## config.mk

```make
export PLATFORM = sky130hd
export DESIGN_NAME = crc_nrzi_framer_flat
export DESIGN_NICKNAME = d
export VERILOG_FILES = /design/src/rtl/crc_nrzi_framer_if.sv /design/src/rtl/crc_nrzi_framer.sv /design/src/flat_wrapper.sv
export SDC_FILE = /design/constraint.sdc
export NUM_CORES = 1
export LEC_CHECK = 0
export CORE_MARGIN = 2
export CORE_UTILIZATION = 48
export DETAILED_ROUTE_END_ITERATION = 8
export PLACE_DENSITY = 0.76
export SYNTH_ARGS = -nofsm -noshare
export SYNTH_HDL_FRONTEND = slang
export SYNTH_SLANG_ARGS = --single-unit
```

## constraint.sdc

```tcl
create_clock -name CLK -period 2.6 [get_ports CLK]
set_input_delay 0.39 -clock CLK [delete_from_list [all_inputs] [get_ports CLK]]
set_output_delay 0.39 -clock CLK [all_outputs]
set_load 0.03 [all_outputs]
```

## src/rtl/crc_nrzi_framer_if.sv

```systemverilog
// Handshake and line bundle for crc_nrzi_framer.
// The master side feeds the payload; the slave side is the framer.
interface crc_nrzi_framer_if #(
    parameter int unsigned CRC_W = 16
);
    logic             start_i;
    logic             data_i;
    logic             data_valid_i;
    logic             busy_o;
    logic             tx_o;
    logic             tx_valid_o;
    logic             done_o;
    logic [CRC_W-1:0] crc_o;

    modport master (
        output start_i, data_i, data_valid_i,
        input  busy_o, tx_o, tx_valid_o, done_o, crc_o
    );

    modport slave (
        input  start_i, data_i, data_valid_i,
        output busy_o, tx_o, tx_valid_o, done_o, crc_o
    );
endinterface

```

## src/rtl/crc_nrzi_framer.sv

```systemverilog
// Serial frame transmitter: collects a payload bit-serially while running a CRC,
// then sends {payload, crc} MSB-first with optional zero stuffing, NRZI-encoded.
module crc_nrzi_framer #(
    parameter int unsigned      DATA_W    = 32,
    parameter int unsigned      CRC_W     = 16,
    parameter logic [CRC_W-1:0] CRC_POLY  = CRC_W'(16'h1021),
    parameter logic [CRC_W-1:0] CRC_INIT  = '1,
    parameter bit               STUFF_EN  = 1'b1,
    parameter int unsigned      STUFF_LEN = 6
) (
    input logic              CLK,
    input logic              resetn_i,
    crc_nrzi_framer_if.slave bus
);
    localparam int unsigned FRAME_W = DATA_W + CRC_W;
    localparam int unsigned CNT_W   = $clog2(FRAME_W + 1);
    localparam int unsigned RUN_W   = $clog2(STUFF_LEN + 1);

    typedef enum logic [1:0] {IDLE, COLLECT, SEND, DONE} state_t;
    state_t state, state_n;

    logic [DATA_W-1:0]  payload, payload_n;
    logic [CRC_W-1:0]   crc, crc_n, crc_out;
    logic [FRAME_W-1:0] shreg;
    logic [CNT_W-1:0]   bit_cnt, rem_n;   // COLLECT: bits accepted; SEND: bits left
    logic [RUN_W-1:0]   run_cnt, run_n;
    logic               start_acc, bit_acc, last_bit, stuff, s_bit, send_last;
    logic               done_q, tx_q, tx_valid_q;

    always_ff @(posedge CLK or negedge resetn_i) begin
        if (!resetn_i) state <= IDLE;
        else           state <= state_n;
    end

    always_comb begin
        state_n = state;
        unique case (state)
            IDLE:    if (start_acc) state_n = COLLECT;
            COLLECT: if (last_bit)  state_n = SEND;
            SEND:    if (send_last) state_n = DONE;
            DONE:    state_n = IDLE;
            default: state_n = IDLE;
        endcase
    end

    always_comb begin
        start_acc = (state == IDLE) && bus.start_i && !done_q;
        bit_acc   = (state == COLLECT) && bus.data_valid_i;
        last_bit  = bit_acc && (bit_cnt == CNT_W'(DATA_W - 1));
        payload_n = DATA_W'({payload, bus.data_i});
        crc_n     = {crc[CRC_W-2:0], 1'b0} ^ ((crc[CRC_W-1] ^ bus.data_i) ? CRC_POLY : '0);
        stuff     = STUFF_EN && (run_cnt == RUN_W'(STUFF_LEN));
        s_bit     = stuff ? 1'b0 : shreg[FRAME_W-1];
        rem_n     = stuff ? bit_cnt : bit_cnt - CNT_W'(1);
        run_n     = !s_bit ? '0 : (run_cnt == '1) ? run_cnt : run_cnt + RUN_W'(1);
        // Frame ends once every bit is out and no trailing stuff bit is owed.
        send_last = (state == SEND) && (rem_n == '0)
                    && !(STUFF_EN && run_n == RUN_W'(STUFF_LEN));
    end

    always_ff @(posedge CLK or negedge resetn_i) begin
        if (!resetn_i) begin
            payload    <= '0;
            crc        <= '0;
            crc_out    <= '0;
            shreg      <= '0;
            bit_cnt    <= '0;
            run_cnt    <= '0;
            tx_q       <= 1'b1;
            tx_valid_q <= 1'b0;
            done_q     <= 1'b0;
        end else begin
            done_q     <= (state == DONE);
            tx_valid_q <= (state == SEND);
            if (start_acc) begin
                crc     <= CRC_INIT;
                payload <= '0;
                bit_cnt <= '0;
                run_cnt <= '0;
            end
            if (bit_acc) begin
                payload <= payload_n;
                crc     <= crc_n;
                bit_cnt <= bit_cnt + CNT_W'(1);
                if (last_bit) begin
                    crc_out <= crc_n;
                    shreg   <= {payload_n, crc_n};
                    bit_cnt <= CNT_W'(FRAME_W);
                end
            end
            if (state == SEND) begin
                tx_q    <= s_bit ? tx_q : ~tx_q;
                shreg   <= stuff ? shreg : {shreg[FRAME_W-2:0], 1'b0};
                bit_cnt <= rem_n;
                run_cnt <= run_n;
            end
        end
    end

    // done_o trails DONE by a cycle, so busy_o stretches over it and start_i is masked there.
    assign bus.busy_o     = (state != IDLE) || done_q;
    assign bus.done_o     = done_q;
    assign bus.tx_o       = tx_q;
    assign bus.tx_valid_o = tx_valid_q;
    assign bus.crc_o      = crc_out;
endmodule

```

## src/flat_wrapper.sv

```systemverilog
// flat-port wrapper written by rule: the top's interface ports become plain ports
module crc_nrzi_framer_flat 
#(
    parameter int unsigned      DATA_W    = 32,
    parameter int unsigned      CRC_W     = 16,
    parameter logic [CRC_W-1:0] CRC_POLY  = CRC_W'(16'h1021),
    parameter logic [CRC_W-1:0] CRC_INIT  = '1,
    parameter bit               STUFF_EN  = 1'b1,
    parameter int unsigned      STUFF_LEN = 6
)
  (CLK, resetn_i, bus_start_i, bus_data_i, bus_data_valid_i, bus_busy_o, bus_tx_o, bus_tx_valid_o, bus_done_o, bus_crc_o);
  crc_nrzi_framer_if #(.CRC_W(CRC_W)) bus_i ();
  input logic CLK;
  input logic resetn_i;
  input wire logic [$bits(bus_i.start_i)-1:0] bus_start_i;
  input wire logic [$bits(bus_i.data_i)-1:0] bus_data_i;
  input wire logic [$bits(bus_i.data_valid_i)-1:0] bus_data_valid_i;
  output wire logic [$bits(bus_i.busy_o)-1:0] bus_busy_o;
  output wire logic [$bits(bus_i.tx_o)-1:0] bus_tx_o;
  output wire logic [$bits(bus_i.tx_valid_o)-1:0] bus_tx_valid_o;
  output wire logic [$bits(bus_i.done_o)-1:0] bus_done_o;
  output wire logic [$bits(bus_i.crc_o)-1:0] bus_crc_o;
  assign bus_i.start_i = bus_start_i;
  assign bus_i.data_i = bus_data_i;
  assign bus_i.data_valid_i = bus_data_valid_i;
  assign bus_busy_o = bus_i.busy_o;
  assign bus_tx_o = bus_i.tx_o;
  assign bus_tx_valid_o = bus_i.tx_valid_o;
  assign bus_done_o = bus_i.done_o;
  assign bus_crc_o = bus_i.crc_o;
  crc_nrzi_framer #(.DATA_W(DATA_W), .CRC_W(CRC_W), .CRC_POLY(CRC_POLY), .CRC_INIT(CRC_INIT), .STUFF_EN(STUFF_EN), .STUFF_LEN(STUFF_LEN)) u_core (.CLK(CLK), .resetn_i(resetn_i), .bus(bus_i));
endmodule
```

==> flow_summary.yaml <==
status:
  status: "finished with violations"
  violations: "negative hold slack"
placement:
  dp_hpwl_um: 7030
  io_buffers: 24
  gp_routability_congestion: 0.788
global_routing:
  grt.met2_usage_pct: 29.3
  grt_pass1_vias: 4024
  grt_use_met1_pct: 26.2
  grt_max_degree: 54
  grt_busiest_layer: "met2"
  antenna_found_initial: 0
  grt_use_total_pct: 18.8
  overflow: 0
  grt_pass1_wl_um: 19400
  grt_use_met3_pct: 4.81
detailed_routing:
  via_per_inst: 5.69
  ant_nets: 0
  post-route-drc-count: 0
  num_vias: 3995
  first_pass_iters: 5
  drtIter0Drc: 315
  wl_um: 11100
  wl_per_cell_um: 15.9
clocking:
  cts_buffer_depth: 2
  clockRootBuffer: "clkbuf_16"
  cts_tree: "yes"
  path_clk_slew_ps: 50
  cts.sink_count: 125
  numCtsBuffers: 17
  post_cts_resized: 0
  post_cts_buffers: 0
  ctsHoldBuffers: 0
  clk_latency_ps: 400
  cts_max_level: 4
worst_setup_path:
  crit_family: "buffers and inverters"
  endpoint_kind: "primary output"
  worstPathRequired_ps: 2210
  crit_chain: "inv_1 > ha_1 > nand2b_1 > clkdlybuf4s50_1"
  critPathMaxFanout: 4
  cp-start-kind: "flip-flop"
  slowest_delay_ps: 670
  cp.buffers_inverters: 2
  worst_ep_arrival_time_ps: 1960
  cp_slowest_cell: "clkdlybuf4s50_1"
  crit_type: "flip-flop to primary output"
synth:
  synthFlopType: "dfrtp_1"
  synthTopCellsByArea: "dfrtp_1 (55%), mux2i_1 (7.8%), a22o_1 (4.8%)"
  yosys.area.top_type: "dfrtp_1"
  synth.distinct_cells: 50
  netlist_instances: 528
  yosysMostFrequentCell: "dfrtp_1"
  syn_avg_cell_area_sq_um: 10.7
  synth_async_sr_flop_share_pct: 100
  synth_edf_count: 0
  synth_common_cells: "dfrtp_1 (124), nor2_1 (63), nand2_1 (56), a21oi_1 (45), mux2i_1 (44)"
  ys_warn_count: 0
  ys_seq_elements: 125
  synth_top_area_share_pct: 54.8
  synth_nets: 542
  ys_seq_area_share_pct: 55.2
  synth_area_sq_um: 5670
sta:
  setup_violations: 0
  rsz0062_at_grt: "no"
  tightest_slew_ps: 610
  tns_ps: 0
  drv_slew: 0
  finalHoldViolations: 2
  fmaxAchievable_ghz: 0.426
  skew_ps: 5.99
  slew_headroom_pct: 59.3
  whs_ps: -6.99
  finalCritPeriodShare_pct: 90.2
  fin_crit_ps: 2350
layout:
  final_nets: 563
  post_route_cells_drive_above_1_share_pct: 12.0
  filler_cell_count: 924
  areaGrowthSynthToFinish_pct: 18.1
  diodes: 0
die:
  core_sq_um: 11500
  std_cell_rows: 39
  ios: 25
  fp.dieW_um: 113
  die_area_sq_um: 12700
  die_h_um: 113
  start_util_pct: 49.4
power:
  power_w: 0.00867
  power.density_nw_per_um2: 1300
  leakagePower_nw: 2.89
  vdd_drop_max_uv: 782
worst_hold_path:
  hold_path_class: "primary input to asynchronous set/reset pin"
job:
  maxCapViolations: 0
[path summary, 6_finish.rpt]
kind                                   endpoint  slack [ps]                 start  depth (start not counted)
setup / recovery                     bus_busy_o         250       u_core.state[0]                          4
hold / removal                u_core.run_cnt[1]          -7              resetn_i                          1
setup reg to reg                u_core.shreg[8]         460       u_core.state[1]                          8
hold reg to reg            u_core.bus.crc_o[12]         470  u_core.bus.crc_o[12]                          2
max in group asynchronous      u_core.shreg[16]        1820              resetn_i                          2
min in group CLK           u_core.bus.crc_o[12]         470  u_core.bus.crc_o[12]                          2
[metrics by stage]
| stage | cell area [sq um] | std cells | hold WS [ps] | util (%) | worst slack (ps) |
|---|---|---|---|---|---|
| 3_3_place_gp | 6120 | 673 | 442 | 53.4 | 369 |
| 2_1_floorplan | 5670 | 528 | 94.4 | - | 694 |
| 5_1_grt | 6690 | 702 | 50.4 | 58.4 | 139 |
| 3_5_place_dp | 6120 | 673 | 452 | 53.4 | 367 |
| 4_1_cts | 6690 | 702 | 16.1 | 58.4 | 219 |
| 6_report | 6690 | 702 | -6.99 | 58.4 | 255 |
[routing by layer]
layer	wire, um	share of wire (%)
met1	5180	47
met2	5390	48
met3	439	3.9
met4	114	1.0
met5	0	0
[power by group]
group          switching (W)  total, W  leakage (nW)  internal [W]
combinational        0.00186   0.00327          1.09       0.00142
clock               0.000790   0.00228         0.287       0.00149
sequential          0.000514   0.00312          1.51       0.00260
[cell families after synthesis]
| logic type | synth area share (%) |
|---|---|
| AND/OR/NAND/NOR | 11.7 |
| flip-flops | 55.2 |
| AO/OA/AOI/OAI | 17.7 |
| XOR/XNOR | 1.55 |
| buffers and inverters | 4.15 |
| adder cells (fa/ha/maj) | 1.99 |
| multiplexers | 7.77 |
[layout by cell type, fill, tap and decap left out, types with 2 or more instances in the layout]
cell,instances
nor2_1,63
xnor2_1,7
or3b_2,2
clkbuf_8,4
a21oi_1,45
a31oi_1,3
and2_1,3
o32ai_1,2
bufinv_16,2
inv_1,8
a21oi_2,13
nand2b_1,4
and4b_1,2
nand2_1,56
nor3_1,4
dfrtp_1,124
clkbuf_16,17
clkdlybuf4s50_1,23
nand3b_1,2
a211o_1,2
xor2_1,3
a22o_1,31
buf_4,12
o22a_1,14
buf_12,7
ha_1,8
mux2i_1,44
nand3_1,5
a21boi_0,2
a211oi_1,5
clkinv_2,4
nand4_1,3
and3_1,3
o21ai_0,11
[layout make-up]
type | count | area, sq um | area share, %
clock inverters | 7 | 88.8 | 1.33
multi-input cells | 355 | 2320 | 34.7
repair buffers | 42 | 460 | 6.88
clock buffers | 22 | 484 | 7.23
inverters | 8 | 30.0 | 0.449
flip-flops and latches | 125 | 3130 | 46.7
well taps | 143 | 179 | 2.67
[sequential cells by signal, indices dropped and copies added (netlist names)]
register	cells
u_core.shreg	48
u_core.payload	31
u_core.bus.crc_o	16
u_core.crc	16
u_core.bit_cnt	6
u_core.run_cnt	3
u_core.state	2
u_core.bus.done_o	1
u_core.bus.tx_o	1
u_core.bus.tx_valid_o	1
No activity file was read; power rests on OpenSTA's default activity.
==> patch 1, RTL diff (same settings) <==
`DATA_W` is set to 32 in 2 places; all go to 64.
--- a/src/rtl/crc_nrzi_framer.sv
+++ b/src/rtl/crc_nrzi_framer.sv
@@ -1,7 +1,7 @@
 // Serial frame transmitter: collects a payload bit-serially while running a CRC,
 // then sends {payload, crc} MSB-first with optional zero stuffing, NRZI-encoded.
 module crc_nrzi_framer #(
-    parameter int unsigned      DATA_W    = 32,
+    parameter int unsigned      DATA_W    = 64,
     parameter int unsigned      CRC_W     = 16,
     parameter logic [CRC_W-1:0] CRC_POLY  = CRC_W'(16'h1021),
     parameter logic [CRC_W-1:0] CRC_INIT  = '1,
--- a/src/flat_wrapper.sv
+++ b/src/flat_wrapper.sv
@@ -1,7 +1,7 @@
 // flat-port wrapper written by rule: the top's interface ports become plain ports
 module crc_nrzi_framer_flat 
 #(
-    parameter int unsigned      DATA_W    = 32,
+    parameter int unsigned      DATA_W    = 64,
     parameter int unsigned      CRC_W     = 16,
     parameter logic [CRC_W-1:0] CRC_POLY  = CRC_W'(16'h1021),
     parameter logic [CRC_W-1:0] CRC_INIT  = '1,
Behaviour: same outputs for any inputs over 10 cycles, from zero or initial values and one cycle with resetn_i low; that may be too few to reach the edited logic, so the function may still have changed.
==> patch 1 against the unedited design <==
Final area up 44%; setup slack worse by 0.0019 ns; worst hold slack better by 0.49 ns; critical path type unchanged; sequential cell count up 65; wire length up 45%; largest power group is now registers; combinational power up 25%; area after synthesis up 51%; total power up 29%.
==> patch 1: results (changes against the unedited design) <==
reg2reg setup slack -> 0.35 ns (-0.11 ns)
post-CTS sizing -> 0 (unchanged)
Pre-antenna DRT Iters -> 5 (unchanged)
Post-DP Area -> 9042 µm² (+48%)
Clock transition at path regs -> 0.07 ns (+0.02 ns)
Clock Latency Late Sink -> 0.44 ns (+0.04 ns)
Post-Route WL -> 16.16 mm (+45%)
Tot GR Track Use -> 18.93% (+0.12 points)
Area contributors post-synth -> dfrtp_1 55%, mux2i_1 9.0%, nand2_1 7.5%
Hold Path Class -> reg -> reg
leak pwr -> 4.470 nW (+55%)
# nets final -> 883 (+57%)
post-DP HPWL -> 9.647 mm (+37%)
WHS -> 0.4874 ns (+0.4944 ns)
Final Cycle Share -> 90.28% (about the same)
Slew Limit Headroom -> 65.47% (+6.1 points)
biggest registers after layout -> u_core.shreg: 80 flops, u_core.payload: 63 flops
dpl cells -> 1074 (+60%)
placer congestion estimate -> 0.8029 (+1.9%)
Post-Place Worst Slack -> 0.3346 ns (-0.03251 ns)
top_reg_cell synth -> dfrtp_1
vias -> 6037 (+51%)
Post-Syn Instances -> 865 (+64%)
largest net degree at the start of global routing -> 67 (+24%)
share of async-settable or async-resettable flops after synthesis -> 100.0% (unchanged)
Distinct cells, synth -> 54 (+8.0%)
1st-iter DRT viols -> 536 (+70%)
final clock skew -> 0.007248 ns (+0.001261 ns)
CTS Buf Count -> 17 (unchanged)
crit-path max FO -> 5 (+1)
Seq/Total Area, Yosys -> 55.56% (+0.34 points)
Vias/cell -> 5.453 (-4.2%)
status -> finished clean
layout cells sized above 1 -> 9.524% (-2.5 points)
VDD IR max -> 0.0007021 V (-10%)
first-pass GRT wire length -> 28.43 mm (+46%)
top post-synthesis cells by count -> 189 x dfrtp_1, 171 x nand2_1, 87 x a21oi_1
CTS root buf -> clkbuf_16
antenna viol nets, final -> 0 (unchanged)
Layout fillers -> 1453 (+57%)
vias in the first global route -> 5897 (+47%)
-- patch 1: changes by cell type after synthesis, moves of 23 or more --
cell / unedited run / this run
a21oi_1: 45 / 87
a22o_1: 31 / 0
dfrtp_1: 124 / 189
mux2i_1: 44 / 77
nand2_1: 56 / 171
nand3_1: 5 / 65
nor2_1: 63 / 86
-- patch 1: report_power, final --
group | internal (mW) | switching (mW) | total [mW]
combinational | 1.70 | 2.40 | 4.10
clock | 1.30 | 1.26 | 2.56
sequential | 3.89 | 0.628 | 4.52
total | 6.89 | 4.29 | 11.2
-- patch 1: critical path: cells and delay by family (launching register included) --
family | cells | cell delay, ns
flip-flops | 1 | 0.45
AND/OR/NAND/NOR | 1 | 0.08
buffers and inverters | 2 | 0.77
adder cells (fa/ha/maj) | 1 | 0.23
-- patch 1: final timing paths --
check,startpoint,endpoint,cells past startpoint
max reg2reg,u_core.bit_cnt[1]$_DFFE_PN0P_,u_core.shreg[58]$_DFFE_PN0P_,8
max,u_core.state[1]$_DFFE_PN0P_,bus_busy_o,4
min,u_core.bus.crc_o[5]$_DFFE_PN0P_,u_core.bus.crc_o[5]$_DFFE_PN0P_,2
max in group asynchronous,resetn_i,u_core.bus.tx_o$_DFFE_PN1P_,3
min in group asynchronous,resetn_i,u_core.bus.crc_o[4]$_DFFE_PN0P_,2
min reg2reg,u_core.bus.crc_o[5]$_DFFE_PN0P_,u_core.bus.crc_o[5]$_DFFE_PN0P_,2
-- patch 1: cell type report --
| class | count | area [µm²] | area share (%) |
|---|---|---|---|
| multi-input cells | 605 | 3478 | 36.06 |
| clock inverters | 15 | 168.9 | 1.751 |
| well taps | 225 | 281.5 | 2.918 |
| flip-flops and latches | 190 | 4756 | 49.30 |
| inverters | 8 | 30.03 | 0.3113 |
| clock buffers | 17 | 425.4 | 4.410 |
| repair buffers | 47 | 506.7 | 5.253 |
-- patch 1: cells by family (layout without fill, tap and decap cells) --
kind of cell             count (synthesis)  count (layout)  share of synthesized area (%)
XOR/XNOR                                12              12                          1.228
buffers and inverters                   70              87                          4.079
AO/OA/AOI/OAI                          142             142                          9.385
flip-flops                             190             190                          55.56
adder cells (fa/ha/maj)                  9               9                          1.316
multiplexers                            91              91                          10.85
AND/OR/NAND/NOR                        351             351                          17.59
-- patch 1: routing by layer --
layer  share of wire (%)  global-route usage [%]  wire length (µm)  vias up
li1                    -                       -                 -     2962
met1                  48                   26.14              7803     2973
met2                  48                   30.24              7720       83
met3                 2.6                   4.010               426       19
met4                 1.3                   5.670               212        0
met5                   0                       0                 0        -
-- patch 1: timing repair --
item,4_1_cts,5_1_grt
hold buffers,1,0
endpoints found under the setup margin,0,0
hold endpoints to repair,59,0
==> patch 2, RTL diff (same flow settings) <==
Made on the original files. The 4 states of `state_t` get a Gray code encoding in 2 bits.
--- a/src/rtl/crc_nrzi_framer.sv
+++ b/src/rtl/crc_nrzi_framer.sv
@@ -16,7 +16,7 @@
     localparam int unsigned CNT_W   = $clog2(FRAME_W + 1);
     localparam int unsigned RUN_W   = $clog2(STUFF_LEN + 1);
 
-    typedef enum logic [1:0] {IDLE, COLLECT, SEND, DONE} state_t;
+    typedef enum logic [1:0] {IDLE = 2'b00, COLLECT = 2'b01, SEND = 2'b11, DONE = 2'b10} state_t;
     state_t state, state_n;
 
     logic [DATA_W-1:0]  payload, payload_n;
Check against the original RTL: same outputs for any inputs over 10 cycles, from zero or initial values and one cycle with resetn_i low; not proved beyond that.
==> patch 2 against the unedited design <==
Total power down 14%; via count up 5.2%; register-to-register slack better by 0.02 ns; final area down 4.6%; sequential cell count unchanged; largest cell class unchanged; setup slack worse by 0.037 ns; largest power group is now registers; wire length about the same; area after synthesis down 4.7%.
==> patch 2: results (changes against the unedited design) <==
status -> finished clean
critical path startpoint -> u_core.state[1]$_DFFE_PN0P_
adder-cell share of the synthesized area -> 0.9266% (-1.1 points)
Worst Tran Pin Value -> 0.6607 ns (+0.05083 ns)
Seq/Total Area, Yosys -> 57.93% (+2.7 points)
VDD IR max -> 0.0005263 V (-33%)
# nets final -> 583 (+3.6%)
Area contributors post-synth -> dfrtp_1 57%, nand2_1 10%, a31oi_1 5.8%
post-synthesis xor/xnor area fraction -> 0.8107% (-0.73 points)
Synth Area in Compound Gates -> 18.37% (+0.71 points)
Post-Place Worst Slack -> 0.2415 ns (-0.1256 ns)
post-DP HPWL -> 6.681 mm (-4.9%)
Final Cycle Share -> 91.62% (+1.4 points)
# diodes -> 0 (unchanged)
Post-Route WL -> 11.13 mm (about the same)
Tot GR Track Use -> 20.41% (+1.6 points)
leak pwr -> 2.766 nW (-4.3%)
vias in the first global route -> 4176 (+3.8%)
Vias/cell -> 5.780 (+1.6%)
first-pass GRT wire length -> 19.22 mm (-1.0%)
final clock skew -> 0.007386 ns (+0.001399 ns)
1st-iter DRT viols -> 293 (-7.0%)
initial antenna violation count -> 0 (unchanged)
Routed met3 length -> 538 µm (+23%)
placer congestion estimate -> 0.8483 (+7.6%)
R2R depth -> 6 (-2)
reg2reg end -> u_core.bit_cnt[4]$_DFFE_PN0P_
Worst R2R Start -> u_core.run_cnt[0]$_DFFE_PN0P_
syn_nets -> 563 (+3.9%)
wire length on met2 -> 5.336 mm (-1.1%)
crit-path max FO -> 10 (+6)
Distinct cells, synth -> 48 (-4.0%)
top post-synthesis cells by count -> 148 x nand2_1, 124 x dfrtp_1, 63 x nor2_1
largest net degree at the start of global routing -> 52 (-3.7%)
reg2reg setup slack -> 0.48 ns (+0.02 ns)
mux cell area share after synthesis -> 0.1853% (-7.6 points)
metal1 wirelength -> 5.074 mm (-2.1%)
clock buffer depth -> 2 (unchanged)
Clock Latency Late Sink -> 0.52 ns (+0.12 ns)
-- patch 2: changes by cell type after synthesis, moves of 4 or more --
cell	before	now
xnor2_1	7	3
ha_1	9	4
a21oi_2	13	3
a31oi_1	3	50
mux2i_1	44	1
a21oi_1	45	14
nand2_1	56	148
-- patch 2: cell families after synthesis --
kind of cell	after synthesis
muxes	1
and+or+nand+nor	231
AOI/OAI and AO/OA	141
DFF	125
adders and majority gates	4
xor gates and xnor gates	5
buffers and inverters	47
-- patch 2: timing repair --
| item | in CTS | in global routing |
|---|---|---|
| hold buffers | 1 | 0 |
| setup buffers | 0 | 0 |
| endpoints found under the hold margin | 26 | 0 |
-- patch 2: report_power, final --
part	switching [mW]	leakage (nW)	internal, mW
Sequential	0.577	1.47	2.62
Clock	0.878	0.288	1.49
Combinational	1.09	1.00	0.833
-- patch 2: worst max-delay path, delay by kind of cell (launching register included) --
kind          cells  cell delay (ns)
buf+inv           1             0.59
flops             1             0.48
simple gates      1             0.39
-- patch 2: cell type report --
| type | count | area [µm²] |
|---|---|---|
| fillers | 872 | 4504 |
| inverters | 8 | 30.03 |
| flip-flops and latches | 125 | 3129 |
| multi-input cells | 382 | 2039 |
| well taps | 140 | 175.2 |
| repair buffers | 40 | 410.4 |
| clock inverters | 13 | 167.7 |
| clock buffers | 19 | 431.7 |
-- patch 2: worst min path at each step --
stage / to / slack, ns
5_1_grt: u_core.shreg[47]$_DFFE_PN0P_ / 0.39
6_report: u_core.bus.done_o$_DFF_PN0_ / 0.37
3_3_place_gp: u_core.state[0]$_DFFE_PN0P_ / 0.35
2_1_floorplan: u_core.bit_cnt[0]$_DFFE_PN0P_ / 0.09
3_5_place_dp: u_core.state[0]$_DFFE_PN0P_ / 0.36
4_1_cts: u_core.bus.done_o$_DFF_PN0_ / 0.37
-- patch 2: metrics by stage --
stage	cells	total power [mW]	utilization (%)	cell area (µm²)
3_5_place_dp	694	5.098	53.03	5774
6_report	727	7.483	58.63	6384
5_1_grt	727	7.904	58.63	6384
4_1_cts	727	7.509	58.63	6384
2_1_floorplan	554	4.550	-	5401
3_3_place_gp	694	4.982	53.03	5774
-- patch 2: layer usage --
metal	vias to the layer above	GRT usage [%]
li1	1964	-
met1	2080	26.17
met2	137	33.57
met3	21	4.409
met4	0	8.770
met5	-	0
